==> config.mk <==
export PLATFORM = sky130hd
export DESIGN_NAME = msg_frame_sequencer
export DESIGN_NICKNAME = d
export VERILOG_FILES = /design/src/rtl/msg_seq_pkg.sv /design/src/rtl/msg_code_phase_add.sv /design/src/rtl/msg_frame_sequencer.sv
export SDC_FILE = /design/constraint.sdc
export NUM_CORES = 1
export LEC_CHECK = 0
export BUFFER_PORTS_ARGS = -buffer_cell sky130_fd_sc_hd__buf_2
export CAP_MARGIN = 20
export CORE_ASPECT_RATIO = 2
export CORE_MARGIN = 3
export CORE_UTILIZATION = 45
export CTS_CLUSTER_DIAMETER = 200
export DETAILED_ROUTE_END_ITERATION = 10
export GPL_TIMING_DRIVEN = 1
export SETUP_SLACK_MARGIN = 0.3
export SLEW_MARGIN = 30
export SYNTH_ARGS = -nofsm -noshare
export SYNTH_HDL_FRONTEND = slang
export SYNTH_HIERARCHICAL = 1
export SYNTH_SLANG_ARGS = --single-unit
==> constraint.sdc <==
create_clock -name clk -period 6.2 [get_ports clk]
set_input_delay 1.24 -clock clk [delete_from_list [all_inputs] [get_ports clk]]
set_output_delay 1.24 -clock clk [all_outputs]
set_load 0.05 [all_outputs]
==> src/rtl/msg_seq_pkg.sv <==
// Shared types and width helpers for the multi-channel message frame sequencer.
package msg_seq_pkg;

  typedef enum logic [1:0] {
    ST_IDLE = 2'd0,
    ST_ARM  = 2'd1,
    ST_RUN  = 2'd2,
    ST_DONE = 2'd3
  } seq_state_e;

  localparam int unsigned FRAME_CNT_W = 16;

  // Bits needed to index 0..n-1 (never less than 1).
  function automatic int unsigned idx_width(input int unsigned n);
    return (n <= 1) ? 1 : $clog2(n);
  endfunction

  // Bits needed to hold the value n itself (never less than 1).
  function automatic int unsigned val_width(input int unsigned n);
    return (n < 1) ? 1 : $clog2(n + 1);
  endfunction

endpackage

==> src/rtl/msg_code_phase_add.sv <==
// Per-channel chip address: (chip + offset) mod PCODE_LEN, registered; forced to 0 when not enabled.
module msg_code_phase_add
  #(parameter int unsigned PCODE_LEN = 40920,
    parameter int unsigned AW        = 16)
  (input  logic          clk,
   input  logic          rst,
   input  logic          en,
   input  logic [AW-1:0] chip,
   input  logic [AW-1:0] off,
   output logic [AW-1:0] addr_o);

  localparam logic [AW:0] LEN_S = PCODE_LEN[AW:0];

  logic [AW:0]   sum;
  logic [AW:0]   wrapped;
  logic [AW-1:0] addr_d;
  logic [AW-1:0] addr_q;

  // Both operands are below PCODE_LEN, so one conditional subtract suffices.
  always_comb begin
    sum     = {1'b0, chip} + {1'b0, off};
    wrapped = (sum >= LEN_S) ? (sum - LEN_S) : sum;
    addr_d  = en ? wrapped[AW-1:0] : '0;
  end

  always_ff @(posedge clk or negedge rst) begin
    if (!rst) addr_q <= '0;
    else      addr_q <= addr_d;
  end

  assign addr_o = addr_q;

endmodule

==> src/rtl/msg_frame_sequencer.sv <==
// Multi-channel P-code/message addressing with frame accounting, burst mode and PPS stretcher.
// Optional: MSG_SEQ_PPS_RESYNC_EN makes sys_pps in RUN realign the counters and flag sync_err.
module msg_frame_sequencer
  import msg_seq_pkg::*;
  #(parameter int unsigned PCODE_LEN     = 40920,
    parameter int unsigned PCODE_REPEATS = 10,
    parameter int unsigned MESSAGE_LEN   = 120,
    parameter int unsigned NUM_CH        = 4,
    parameter int unsigned PPS_WIDTH     = 4092000,
    localparam int unsigned AW = idx_width(PCODE_LEN),
    localparam int unsigned MW = idx_width(MESSAGE_LEN))
  (input  logic                   clk,
   input  logic                   rst,
   input  logic                   sys_time_sync_done,
   input  logic                   sys_pps,
   input  logic                   dac_valid,
   input  logic                   ch_offset_wr,
   input  logic [NUM_CH*AW-1:0]   ch_code_offset,
   input  logic                   burst_mode,
   input  logic [7:0]             burst_frames,
   output logic [NUM_CH*AW-1:0]   pcode_addr_o,
   output logic [MW-1:0]          msg_addr_o,
   output logic                   frame_start,
   output logic [FRAME_CNT_W-1:0] frame_count,
   output logic                   busy,
   output logic                   cfg_err,
   output logic                   sync_err,
   output logic                   pps_out);

  localparam int unsigned RW = idx_width(PCODE_REPEATS);
  localparam int unsigned PW = val_width(PPS_WIDTH);
  localparam logic [AW-1:0] CHIP_LAST = AW'(PCODE_LEN - 1);
  localparam logic [RW-1:0] REP_LAST  = RW'(PCODE_REPEATS - 1);
  localparam logic [MW-1:0] BIT_LAST  = MW'(MESSAGE_LEN - 1);

  seq_state_e             state_q, state_d;
  logic [AW-1:0]          chip_q, chip_d;
  logic [RW-1:0]          rep_q, rep_d;
  logic [MW-1:0]          bit_q, bit_d;
  logic [FRAME_CNT_W-1:0] fc_q, fc_d;
  logic                   fs_q, fs_d;
  logic                   cfg_err_q, cfg_err_d;
  logic                   sync_err_q, sync_err_d;
  logic [PW-1:0]          pps_cnt_q, pps_cnt_d;
  logic [NUM_CH*AW-1:0]   shadow_q, shadow_d;
  logic [NUM_CH*AW-1:0]   act_q, act_d;
  logic [MW-1:0]          msg_addr_q, msg_addr_d;
  logic [FRAME_CNT_W-1:0] burst_max;
  logic                   offset_bad;

  always_comb begin
    state_d    = state_q;
    chip_d     = chip_q;
    rep_d      = rep_q;
    bit_d      = bit_q;
    fc_d       = fc_q;
    fs_d       = 1'b0;
    cfg_err_d  = 1'b0;
    sync_err_d = 1'b0;
    pps_cnt_d  = pps_cnt_q;
    shadow_d   = shadow_q;
    act_d      = act_q;
    msg_addr_d = (state_q == ST_RUN) ? bit_q : '0;
    burst_max  = (burst_frames == 8'd0) ? FRAME_CNT_W'(1) : FRAME_CNT_W'(burst_frames);

    offset_bad = 1'b0;
    for (int unsigned k = 0; k < NUM_CH; k++) begin
      if (32'(ch_code_offset[k*AW +: AW]) >= PCODE_LEN) offset_bad = 1'b1;
    end
    if (ch_offset_wr) begin
      if (offset_bad) cfg_err_d = 1'b1;
      else            shadow_d  = ch_code_offset;
    end

    if (sys_pps && (state_q != ST_IDLE)) pps_cnt_d = PW'(PPS_WIDTH);
    else if (pps_cnt_q != '0)            pps_cnt_d = pps_cnt_q - PW'(1);

    if (!sys_time_sync_done) begin
      state_d = ST_IDLE;
      chip_d  = '0;
      rep_d   = '0;
      bit_d   = '0;
      fc_d    = '0;
    end else begin
      unique case (state_q)
        ST_IDLE: state_d = ST_ARM;
        ST_ARM, ST_DONE: begin
          if (sys_pps) begin
            state_d = ST_RUN;
            chip_d  = '0;
            rep_d   = '0;
            bit_d   = '0;
            fc_d    = '0;
            act_d   = shadow_q;
          end
        end
        ST_RUN: begin
`ifdef MSG_SEQ_PPS_RESYNC_EN
          if (sys_pps) begin
            sync_err_d = (chip_q != '0) || (rep_q != '0) || (bit_q != '0);
            chip_d     = '0;
            rep_d      = '0;
            bit_d      = '0;
          end else
`endif
          if (dac_valid) begin
            if (chip_q != CHIP_LAST) chip_d = chip_q + AW'(1);
            else begin
              chip_d = '0;
              if (rep_q != REP_LAST) rep_d = rep_q + RW'(1);
              else begin
                rep_d = '0;
                if (bit_q != BIT_LAST) bit_d = bit_q + MW'(1);
                else begin
                  bit_d = '0;
                  fs_d  = 1'b1;
                  fc_d  = fc_q + FRAME_CNT_W'(1);
                  act_d = shadow_q;
                  if (burst_mode && ((fc_q + FRAME_CNT_W'(1)) == burst_max)) state_d = ST_DONE;
                end
              end
            end
          end
        end
      endcase
    end
  end

  always_ff @(posedge clk or negedge rst) begin
    if (!rst) begin
      state_q    <= ST_IDLE;
      chip_q     <= '0;
      rep_q      <= '0;
      bit_q      <= '0;
      fc_q       <= '0;
      fs_q       <= 1'b0;
      cfg_err_q  <= 1'b0;
      sync_err_q <= 1'b0;
      pps_cnt_q  <= '0;
      shadow_q   <= '0;
      act_q      <= '0;
      msg_addr_q <= '0;
    end else begin
      state_q    <= state_d;
      chip_q     <= chip_d;
      rep_q      <= rep_d;
      bit_q      <= bit_d;
      fc_q       <= fc_d;
      fs_q       <= fs_d;
      cfg_err_q  <= cfg_err_d;
      sync_err_q <= sync_err_d;
      pps_cnt_q  <= pps_cnt_d;
      shadow_q   <= shadow_d;
      act_q      <= act_d;
      msg_addr_q <= msg_addr_d;
    end
  end

  for (genvar k = 0; k < NUM_CH; k++) begin : g_ch
    msg_code_phase_add #(.PCODE_LEN(PCODE_LEN), .AW(AW)) u_add (
      .clk    (clk),
      .rst    (rst),
      .en     (state_q == ST_RUN),
      .chip   (chip_q),
      .off    (act_q[k*AW +: AW]),
      .addr_o (pcode_addr_o[k*AW +: AW])
    );
  end

  assign msg_addr_o  = msg_addr_q;
  assign frame_start = fs_q;
  assign frame_count = fc_q;
  assign busy        = (state_q == ST_RUN);
  assign cfg_err     = cfg_err_q;
  assign sync_err    = sync_err_q;
  assign pps_out     = (pps_cnt_q != '0);

endmodule

==> summary.md, run 1 <==
| Metric | Value |
|---|---|
| Req. time, crit path | `4.96 ns` |
| PortBufs | `169` |
| Post-synth EDFFs | `0` |
| Hold Fails Final Rpt | `0` |
| CTS Buf Count | `24` |
| Simple-gate portion of the synthesized area | `17.68%` |
| Final hold slack | `0.4979 ns` |
| Worst reg-to-reg path cell count | `12` |
| Final Net Count | `1838` |
| Initial antenna violation count | `6` |
| Fin crit period | `4.179 ns` |
| # clock sinks | `268` |
| Core ar. | `34470 um^2` |
| Worst r2r src | `chip_q[0]` |
| Skew-Pair Late Insertion Delay | `0.54 ns` |
| Adder-Cell Fraction of Synth Area | `6.372%` |
| Pin slew with the least headroom to its limit | `0.8948 ns` |
| Final period utilization | `67.40%` |
| Initial Util | `45.80%` |
| Router iterations before antenna repair | `5` |
| Largest net degree at the start of global routing | `121` |
| Drt initial violations | `716` |
| Crit start category | `flip-flop` |
| Post-cts sizing count | `0` |
| Relative slew slack | `39.80%` |
| Hold_buf cts | `0` |
| CP max FO | `10` |
| Critical Path Start | `pps_cnt_q[10]` |
| Remaining antenna violation count | `0` |
| Asr flop ratio synth | `100.0%` |
| Vias in the first global route | `12.38k` |
| Area grow syn2layout | `13.12%` |
| Row cnt | `96` |
| First-pass GRT wire length | `65.07 mm` |
| Total grt overflow | `0` |
| Placed Cells | `2096` |
| Combinational family with the most area after synthesis | `simple AND/OR/NAND/NOR gates` |
| Htree depth | `1` |
| Slack of the worst reg-to-reg path | `2.08 ns` |
| Hold Crit Class | `reg -> reg` |
| Final GP Congestion | `0.8796` |
| Multiplexer share of the synthesized area | `10.42%` |
| Postcts setup bufs | `0` |
| Clk Tree Root Cell | `clkbuf_16` |
| Post-Route WL | `40.80 mm` |
| Setup tns final | `0 ns` |
| Sequential share of the synthesized area | `42.48%` |
| DP HPWL | `30.90 mm` |
| CTS tree | `done` |
| Yosys reg bits | `268` |
| Die area | `37500 um^2` |
| Area taken by multi-input logic gates | `8753 um^2` |
| Die height | `270.9 um` |
| Final Non-Filler Cells | `2141` |
| Layout cell share with drive strength beyond 1 | `24.47%` |
| Clock Path Buffers | `3` |
| Power Dens Cells | `385.5 nW/um^2` |
| Die width | `138.4 um` |
| Status | `finished clean` |
| Data arrival, critical path | `2.94 ns` |
| # Max-Cap Violations | `0` |
| Min setup slack post-route | `2.021 ns` |
| Kind of critical path | `reg -> out` |
| Drt wl/cell | `19.06 um` |
| RR Endpoint | `g_ch[2].u_add/addr_o[10]` |
| Critical Path Sink | `pps_out` |
| Crit end category | `output pin` |
| Distinct cells, synth | `115` |
| Worst vdd ir | `0.2227 mV` |
| Clock Skews | `0.01471 ns` |
| Compound-Gate Fraction of Synth Area | `16.41%` |
| RSZ-0062 raised after global routing | `no` |
| Storage element area | `6706 um^2` |
| P_leak | `8.127 nW` |
| Most frequent cells in the layout | `dfrtp_1, buf_2, mux2_2, nand2_1, nor2_1` |
| All-Layer GR Usage | `21.26%` |
| Final Max Slew Viols | `0` |
| Max Clk Rate | `239.3 MHz` |
| Via density per instance | `5.833` |
| YS warnings | `6` |
| Syn avg cell area | `10.30 um^2` |
| Post-place setup slack | `2.158 ns` |
| Final setup vio count | `0` |
| Register clock-pin slew on the reported worst setup and hold paths | `0.07 ns` |
| Io pins | `171` |
| Layout filler cell count | `3112` |
| DRC | `0` |
| Commonest non-fill, non-tap cell in the layout | `dfrtp_1` |
| Syn Inst Count | `1533` |
| Synthesized area | `15790 um^2` |
| Post-synth top flop | `dfrtp_1` |
| XOR/XNOR Fraction of Synth Area | `4.470%` |
| DR vias | `12.49k` |
| Post-Syn Nets | `1690` |
## per-stage QoR
stage               total power, W  util, %  instance area, um^2
global placement          0.005302    49.39                17030
CTS                       0.006960    51.78                17850
global route              0.007347    51.78                17850
detailed placement        0.005364    49.40                17030
floorplan                 0.004663        -                15790
finish                    0.006884    51.81                17860
## layout make-up
| cell class | count | area share, % |
|---|---|---|
| diodes | 4 | 0.05605 |
| clock inverters | 11 | 0.8127 |
| inverters | 26 | 0.5605 |
| multi-input cells | 1185 | 49.01 |
| flip-flops and latches | 268 | 37.55 |
| well taps | 441 | 3.090 |
| repair buffers | 176 | 5.142 |
| clock buffers | 30 | 3.776 |
## synth_stat cells, drive strengths merged (6+ instances only)
library cell	number	share of area [%]
nor2b	11	0.44
or3	15	0.60
nor3	42	1.4
o31ai	31	1.6
a211oi	14	0.70
clkbuf	41	0.98
nor4	28	1.3
inv	25	0.61
o41ai	9	0.59
mux2	131	9.3
o21a	17	0.82
o21bai	8	0.38
and3	23	0.99
o2111ai	8	0.52
o21ai	76	2.5
a31o	8	0.44
or2	17	0.67
a21oi	93	3.3
and4	7	0.39
xnor2	47	2.7
dfrtp	268	42
and2	32	1.3
buf	13	0.52
o211ai	11	0.52
nor2	102	2.4
mux2i	17	1.1
xor2	31	1.8
nand4	27	1.1
a21o	26	1.2
nand2	113	2.8
or4	7	0.38
a31oi	12	0.55
ha	74	5.9
nand4b	8	0.48
a221oi	6	0.59
nand2b	19	0.75
nand3	48	1.6
## state kept, by name, summed over array words and instances, names as in the netlist
| register | cells |
|---|---|
| act_q | 64 |
| bit_q | 7 |
| cfg_err | 1 |
| chip_q | 16 |
| frame_count | 16 |
| frame_start | 1 |
| g_ch.u_add/addr_o | 64 |
| msg_addr_o | 7 |
| pps_cnt_q | 22 |
| rep_q | 4 |
| shadow_q | 64 |
| state_q | 2 |
## how the worst min path moves through the flow
| stage | cells past startpoint | startpoint | slack [ns] | end |
|---|---|---|---|---|
| finish | 1 | shadow_q[44] | 0.50 | act_q[44] |
| global route | 1 | shadow_q[28] | 0.52 | act_q[28] |
| CTS | 1 | shadow_q[44] | 0.50 | act_q[44] |
| detailed placement | 1 | shadow_q[42] | 0.49 | act_q[42] |
| global placement | 1 | shadow_q[47] | 0.48 | act_q[47] |
| floorplan | 1 | rep_q[3] | 0.47 | rep_q[3] |
## kinds of logic (layout without fill, tap and decap cells)
group           after synthesis  after routing
fa+ha+maj                    78             78
flops                       268            268
buf+inv                      80            243
other cells                   1              5
compound gates              361            361
xor+xnor                     78             78
mux                         148            148
simple gates                519            519
## worst max-delay path, cell delays in order, from the launching register on
cell and delay (ns):
dfrtp_1 0.41, or4_4 0.56, or4_4 0.48, nor4b_4 0.54
inv_4 0.15, buf_2 0.25
## power breakdown
group          switching, W  internal (W)
registers          0.000275       0.00220
logic               0.00179       0.00106
clock network      0.000659      0.000898
## layer usage
layer / share of wire, % / up-vias / global-route usage [%] / wire length, um
met5: 0.034 / - / 0 / 14
met4: 4.8 / 4 / 9.943 / 1966
met3: 4.7 / 108 / 3.307 / 1921
met2: 53 / 320 / 39.32 / 21540
met1: 38 / 6053 / 23.65 / 15360
li1: - / 6003 / - / -
(Power assumes the default switching activity.)
==> inputs of run 2 (changes only) <==
Clock period 6.2 ns to 3.92 ns, I/O delays scaled along.
==> run 2 against run 1 <==
Count of clock-buffer cells in the layout grew 4. Highest routed layer unchanged. Power is 70% higher. Sequential power increased by 58%. Worst hold slack worse by 0.27 ns. Clock power grew 77%. Die area is the same. Routed wire length grew 6.9%. Largest cell class unchanged. Global-route usage is 1.2 points higher.
==> summary.md, run 2 (synthesis gave the netlist of run 1 again) <==
| Metric | Value |
|---|---|
| Kind of critical path | `reg -> reg` |
| Uppermost layer routed | `met5` |
| Final Max Slew Viols | `0` |
| First-pass GRT wire length | `68.66 mm` |
| Req. time, crit path | `4.39 ns` |
| Die width | `138.4 um` |
| Final setup vio count | `0` |
| RSZ-0062 raised after global routing | `yes` |
| Drt wl/cell | `19.78 um` |
| Router iterations before antenna repair | `6` |
| Power Dens Cells | `624.2 nW/um^2` |
| Worst vdd ir | `0.4410 mV` |
| Data arrival, critical path | `4.05 ns` |
| Layout cell share with drive strength beyond 1 | `30.10%` |
| PortBufs | `169` |
| Relative slew slack | `37.02%` |
| Final GP Congestion | `0.8659` |
| Area grow syn2layout | `19.08%` |
| Remaining antenna violation count | `0` |
| Clk Tree Root Cell | `clkbuf_16` |
| Max Clk Rate | `279.5 MHz` |
| P_leak | `8.561 nW` |
| Row cnt | `96` |
| DRC | `0` |
| Core ar. | `34470 um^2` |
| Hold Crit Class | `in -> async` |
| Via density per instance | `5.823` |
| Die height | `270.9 um` |
| Crit end category | `flip-flop` |
| Largest net degree at the start of global routing | `97` |
| Clock Path Buffers | `3` |
| Clock Skews | `0.01230 ns` |
| Fin crit period | `3.578 ns` |
| Setup tns final | `0 ns` |
| Skew-Pair Late Insertion Delay | `0.56 ns` |
| CTS Buf Count | `27` |
| Routed wl met2 | `24.08 mm` |
| Register clock-pin slew on the reported worst setup and hold paths | `0.07 ns` |
| Met1 WL | `15.59 mm` |
| Commonest non-fill, non-tap cell in the layout | `dfrtp_1` |
| CP max FO | `8` |
| Die area | `37500 um^2` |
| Hold Fails Final Rpt | `0` |
| # clock sinks | `268` |
| Htree depth | `1` |
| Drt initial violations | `597` |
| Io pins | `171` |
| Initial Util | `45.80%` |
| Initial antenna violation count | `5` |
| Final Net Count | `1899` |
| Routed met3 length | `1.830 mm` |
| Most frequent cells in the layout | `dfrtp_1, buf_2, mux2_2, nand2_1, nor2_1` |
| DP HPWL | `32.51 mm` |
| All-Layer GR Usage | `22.43%` |
| Hold_buf cts | `0` |
| Total grt overflow | `0` |
| Pin slew with the least headroom to its limit | `0.9447 ns` |
| Post-Route WL | `43.61 mm` |
| # Max-Cap Violations | `0` |
| CTS tree | `done` |
| Vias in the first global route | `12.97k` |
| Status | `finished clean` |
| Util after Layout | `54.54%` |
| DR vias | `12.84k` |
| Final period utilization | `91.29%` |
| Crit start category | `flip-flop` |
-- run 2: worst paths after layout --
| path | start | to | slack, ns | cells past startpoint |
|---|---|---|---|---|
| setup / recovery | chip_q[0] | g_ch[2].u_add/addr_o[7] | 0.34 | 13 |
| hold / removal | rst | frame_count[14] | 0.23 | 1 |
| setup reg to reg | chip_q[0] | g_ch[2].u_add/addr_o[7] | 0.34 | 13 |
| hold reg to reg | shadow_q[19] | act_q[19] | 0.50 | 1 |
| max in group asynchronous | rst | act_q[42] | 2.71 | 2 |
| min in group clk | ch_code_offset[34] | shadow_q[34] | 0.45 | 2 |
-- run 2: per-layer routing --
layer  GRT usage, %  vias up
li1               -     6101
met1          23.49     6282
met2          43.50      349
met3          3.113      104
met4          10.28        4
met5              0        -
-- run 2: cell type report --
type                       count  area (um^2)
clock buffer                  34        732.0
fill                        3065        15670
tap                          441        551.8
timing repair buffer         234         1399
clock inverter                14        209.0
antenna                        3        7.507
multi-input combinational   1185         9092
sequential                   268         6709
inverter                      26        100.1
-- run 2: per-stage QoR --
stage                     instances  hold slack, ns  total power, W  cell area (um^2)  setup slack [ns]
after global routing           2203          0.2830         0.01244             18800            0.2203
after global placement         2128          0.4816        0.008548             17300            0.2384
final                          2205          0.2300         0.01174             18800            0.3416
after CTS                      2180          0.2751         0.01153             18330            0.2879
after detailed placement       2128          0.4895        0.008649             17300            0.1336
after floorplan                1533          0.4671        0.007375             15790            0.3354
-- run 2: power breakdown --
| part | switching, W | internal, W | leakage, nW |
|---|---|---|---|
| clock network | 0.00111 | 0.00165 | 0.462 |
| registers | 0.000449 | 0.00348 | 3.42 |
| logic | 0.00306 | 0.00198 | 4.68 |
| total | 0.00462 | 0.00711 | 8.56 |
-- run 2: repair_timing --
action                     in CTS  in global routing
pin swaps                       2                 25
setup endpoints to repair      19                 47
hold endpoints to repair        0                  0
gates resized for setup        10                 64
gates cloned                    0                  0
setup buffers                   4                 22
-- run 2: critical path, stage by stage, from the launching register on --
cell,delay (ns)
dfrtp_1,0.39
ha_1,0.25
fa_2,0.39
a21oi_4,0.15
nand4b_4,0.19
and3_4,0.21
a221oi_1,0.08
a21o_1,0.20
or3_4,0.37
o41a_1,0.38
o21ba_4,0.25
buf_4,0.17
o311a_1,0.31
mux2i_1,0.17
==> inputs of run 3 (changes only) <==
Settings changed: ABC_AREA set to 1.
==> run 3 against run 2 <==
Final area increased by 11%. First-iteration DRC count increased by 16%. Via count increased by 29%. Sequential power decreased by 2%. Routed wire length increased by 19%. Count of clock-buffer cells in the layout decreased by 4. Register-to-register slack improved by 0.21 ns. Critical endpoint is now g_ch[1].u_add/addr_o[14]. Critical path depth increased by 4. Highest routed layer is now met4. Clock skew increased by 0.0032 ns. Fmax increased by 6.2%. Clock power decreased by 6%.
==> summary.md, run 3 <==
| Metric | Value |
|---|---|
| Synth cell count leaders | `nand2_1, inv_1, dfrtp_1` |
| Most frequent cells in the layout | `nand2_1, inv_1, dfrtp_1, nand3_1, nor2_1` |
| Most frequent cell after synthesis | `nand2_1` |
| Area grow syn2layout | `11.65%` |
| Post-cts sizing count | `0` |
| First-pass GRT wire length | `83.11 mm` |
| Syn Inst Count | `2520` |
| Adder-Cell Fraction of Synth Area | `5.390%` |
| Crit start category | `flip-flop` |
| YS warnings | `6` |
| Combinational family with the most area after synthesis | `simple AND/OR/NAND/NOR gates` |
| # clock sinks | `268` |
| Req. time, crit path | `4.37 ns` |
| Total grt overflow | `0` |
| Hold_buf cts | `0` |
| Crit end category | `flip-flop` |
| Router iterations before antenna repair | `5` |
| Share of the synthesized area in the top cell type | `35.93%` |
| Layout cell share with drive strength beyond 1 | `19.70%` |
| PortBufs | `169` |
| Relative slew slack | `49.46%` |
| Fin crit period | `3.369 ns` |
| Worst vdd ir | `0.3501 mV` |
| Slack of the worst reg-to-reg path | `0.55 ns` |
| Post-Syn Nets | `2677` |
| Setup tns final | `0 ns` |
| Kind of critical path | `reg -> reg` |
| Compound-Gate Fraction of Synth Area | `4.800%` |
| Final GP Congestion | `0.9403` |
| Initial Util | `45.97%` |
| All-Layer GR Usage | `23.52%` |
| Drt wl/cell | `16.05 um` |
| Hold Fails Final Rpt | `0` |
| Status | `finished clean` |
| Worst r2r src | `chip_q[0]` |
| Power Dens Cells | `570.9 nW/um^2` |
| Initial antenna violation count | `0` |
| Row cnt | `104` |
| Pin slew with the least headroom to its limit | `0.7581 ns` |
| Final setup vio count | `0` |
| Multiplexer share of the synthesized area | `5.122%` |
| RSZ-0062 raised after global routing | `no` |
| Antenna Cells | `0` |
| Skew-Pair Late Insertion Delay | `0.56 ns` |
| CTS Buf Count | `26` |
| XOR/XNOR Fraction of Synth Area | `1.763%` |
| Via density per instance | `5.130` |
| Worst reg-to-reg path cell count | `17` |
| Vias in the first global route | `16.67k` |
| Hold Crit Class | `in -> async` |
| DP HPWL | `40.99 mm` |
| Synth area leader | `dfrtp_1` |
| Layout filler cell count | `4153` |
| Largest net degree at the start of global routing | `82` |
| DR vias | `16.54k` |
| Post-synth top flop | `dfrtp_1` |
| Data arrival, critical path | `3.82 ns` |
| CP max FO | `12` |
| Final Max Slew Viols | `0` |
| Register clock-pin slew on the reported worst setup and hold paths | `0.06 ns` |
| Post-synth EDFFs | `0` |
| Syn avg cell area | `7.406 um^2` |
| Critical Path Start | `chip_q[0]` |
| Max Clk Rate | `296.8 MHz` |
| Yosys reg bits | `268` |
| Die area | `44100 um^2` |
| P_leak | `11.42 nW` |
| Synthesized area | `18660 um^2` |
| Postcts setup bufs | `0` |
| Simple-gate portion of the synthesized area | `38.35%` |
| Die height | `294 um` |
| Final period utilization | `85.94%` |
| DRC | `0` |
| # Max-Cap Violations | `0` |
| Asr flop ratio synth | `100.0%` |
| Distinct cells, synth | `55` |
| Commonest non-fill, non-tap cell in the layout | `nand2_1` |
| Post-Route WL | `51.76 mm` |
| Drt initial violations | `692` |
| Main area contributors after synthesis | `dfrtp_1, nand2_1, nand3_1` |
| Critical Path Sink | `g_ch[1].u_add/addr_o[14]` |
| Util after Layout | `51.33%` |
| Clk Tree Root Cell | `clkbuf_16` |
| CTS tree | `done` |
| Clock Path Buffers | `3` |
| Clock Skews | `0.01548 ns` |
| Remaining antenna violation count | `0` |
| RR Endpoint | `g_ch[1].u_add/addr_o[14]` |
| Core ar. | `40600 um^2` |
| Final Net Count | `2834` |
| Io pins | `171` |
| Htree depth | `1` |
| Sequential share of the synthesized area | `35.93%` |
| Die width | `150 um` |
## run 3: report_power, final
part	internal [W]	switching (W)	leakage [nW]	total (W)
clock	0.00148	0.00112	0.433	0.00260
sequential	0.00342	0.000417	3.49	0.00384
combinational	0.00192	0.00354	7.50	0.00546
total	0.00683	0.00507	11.4	0.0119
## run 3: cell type report
| type | count | area, um^2 | share of cell area [%] |
|---|---|---|---|
| multi-input combinational | 1869 | 10360 | 49.71 |
| clock inverter | 16 | 186.4 | 0.8947 |
| sequential | 268 | 6706 | 32.18 |
| inverter | 331 | 1245 | 5.975 |
| clock buffer | 30 | 695.7 | 3.339 |
| timing repair buffer | 181 | 983.4 | 4.720 |
| tap | 530 | 663.1 | 3.182 |
## run 3: through the flow
stage               worst slack, ns  cells  total power (W)  hold WS [ns]  cell area, um^2
detailed placement           0.5244   3179         0.009352        0.4588            19960
finish                       0.5512   3225          0.01190        0.2170            20840
floorplan                     1.330   2520         0.008223        0.4380            18660
global route                 0.3282   3225          0.01283        0.2582            20840
CTS                          0.4985   3225          0.01202        0.2343            20840
global placement             0.5702   3179         0.009276        0.4535            19960
## run 3: cell families (layout without fill, tap and decap cells)
logic type	after synthesis	after routing
other	1	1
AOI/OAI and AO/OA	150	150
muxes	65	65
DFF	268	268
and+or+nand+nor	1539	1539
buffers and inverters	383	558
adders and majority gates	78	78
xor gates and xnor gates	36	36
## run 3: worst min-delay path by stage
stage	startpoint	to	slack, ns	cells past startpoint
3_3_place_gp	shadow_q[28]	shadow_q[28]	0.45	2
2_1_floorplan	shadow_q[0]	shadow_q[0]	0.44	2
4_1_cts	rst	g_ch[2].u_add/addr_o[10]	0.23	1
5_1_grt	rst	g_ch[2].u_add/addr_o[9]	0.26	1
3_5_place_dp	shadow_q[44]	shadow_q[44]	0.46	2
6_report	rst	g_ch[2].u_add/addr_o[10]	0.22	1
## run 3: worst max-delay path, stage by stage (launching register included)
cell and delay, ns:
dfrtp_1 0.60, ha_1 0.39, fa_1 0.49, nand2_1 0.10
nand3_1 0.12, nand3_2 0.11, nand2_1 0.11, nand2_1 0.12
nand3_1 0.08, nand2_1 0.10, nor2_1 0.06, nand2_2 0.09
nor2_4 0.04, nor2_4 0.34, nand2_4 0.17, inv_2 0.13
nor2_1 0.05, nor2_1 0.16
## run 3: metal layers
layer / part of all wire, % / GRT usage (%) / wire [um]
met5: 0 / 0 / 0
met4: 5.3 / 11.42 / 2768
met3: 3.6 / 2.543 / 1884
met2: 54 / 45.73 / 28160
met1: 37 / 24.45 / 18950
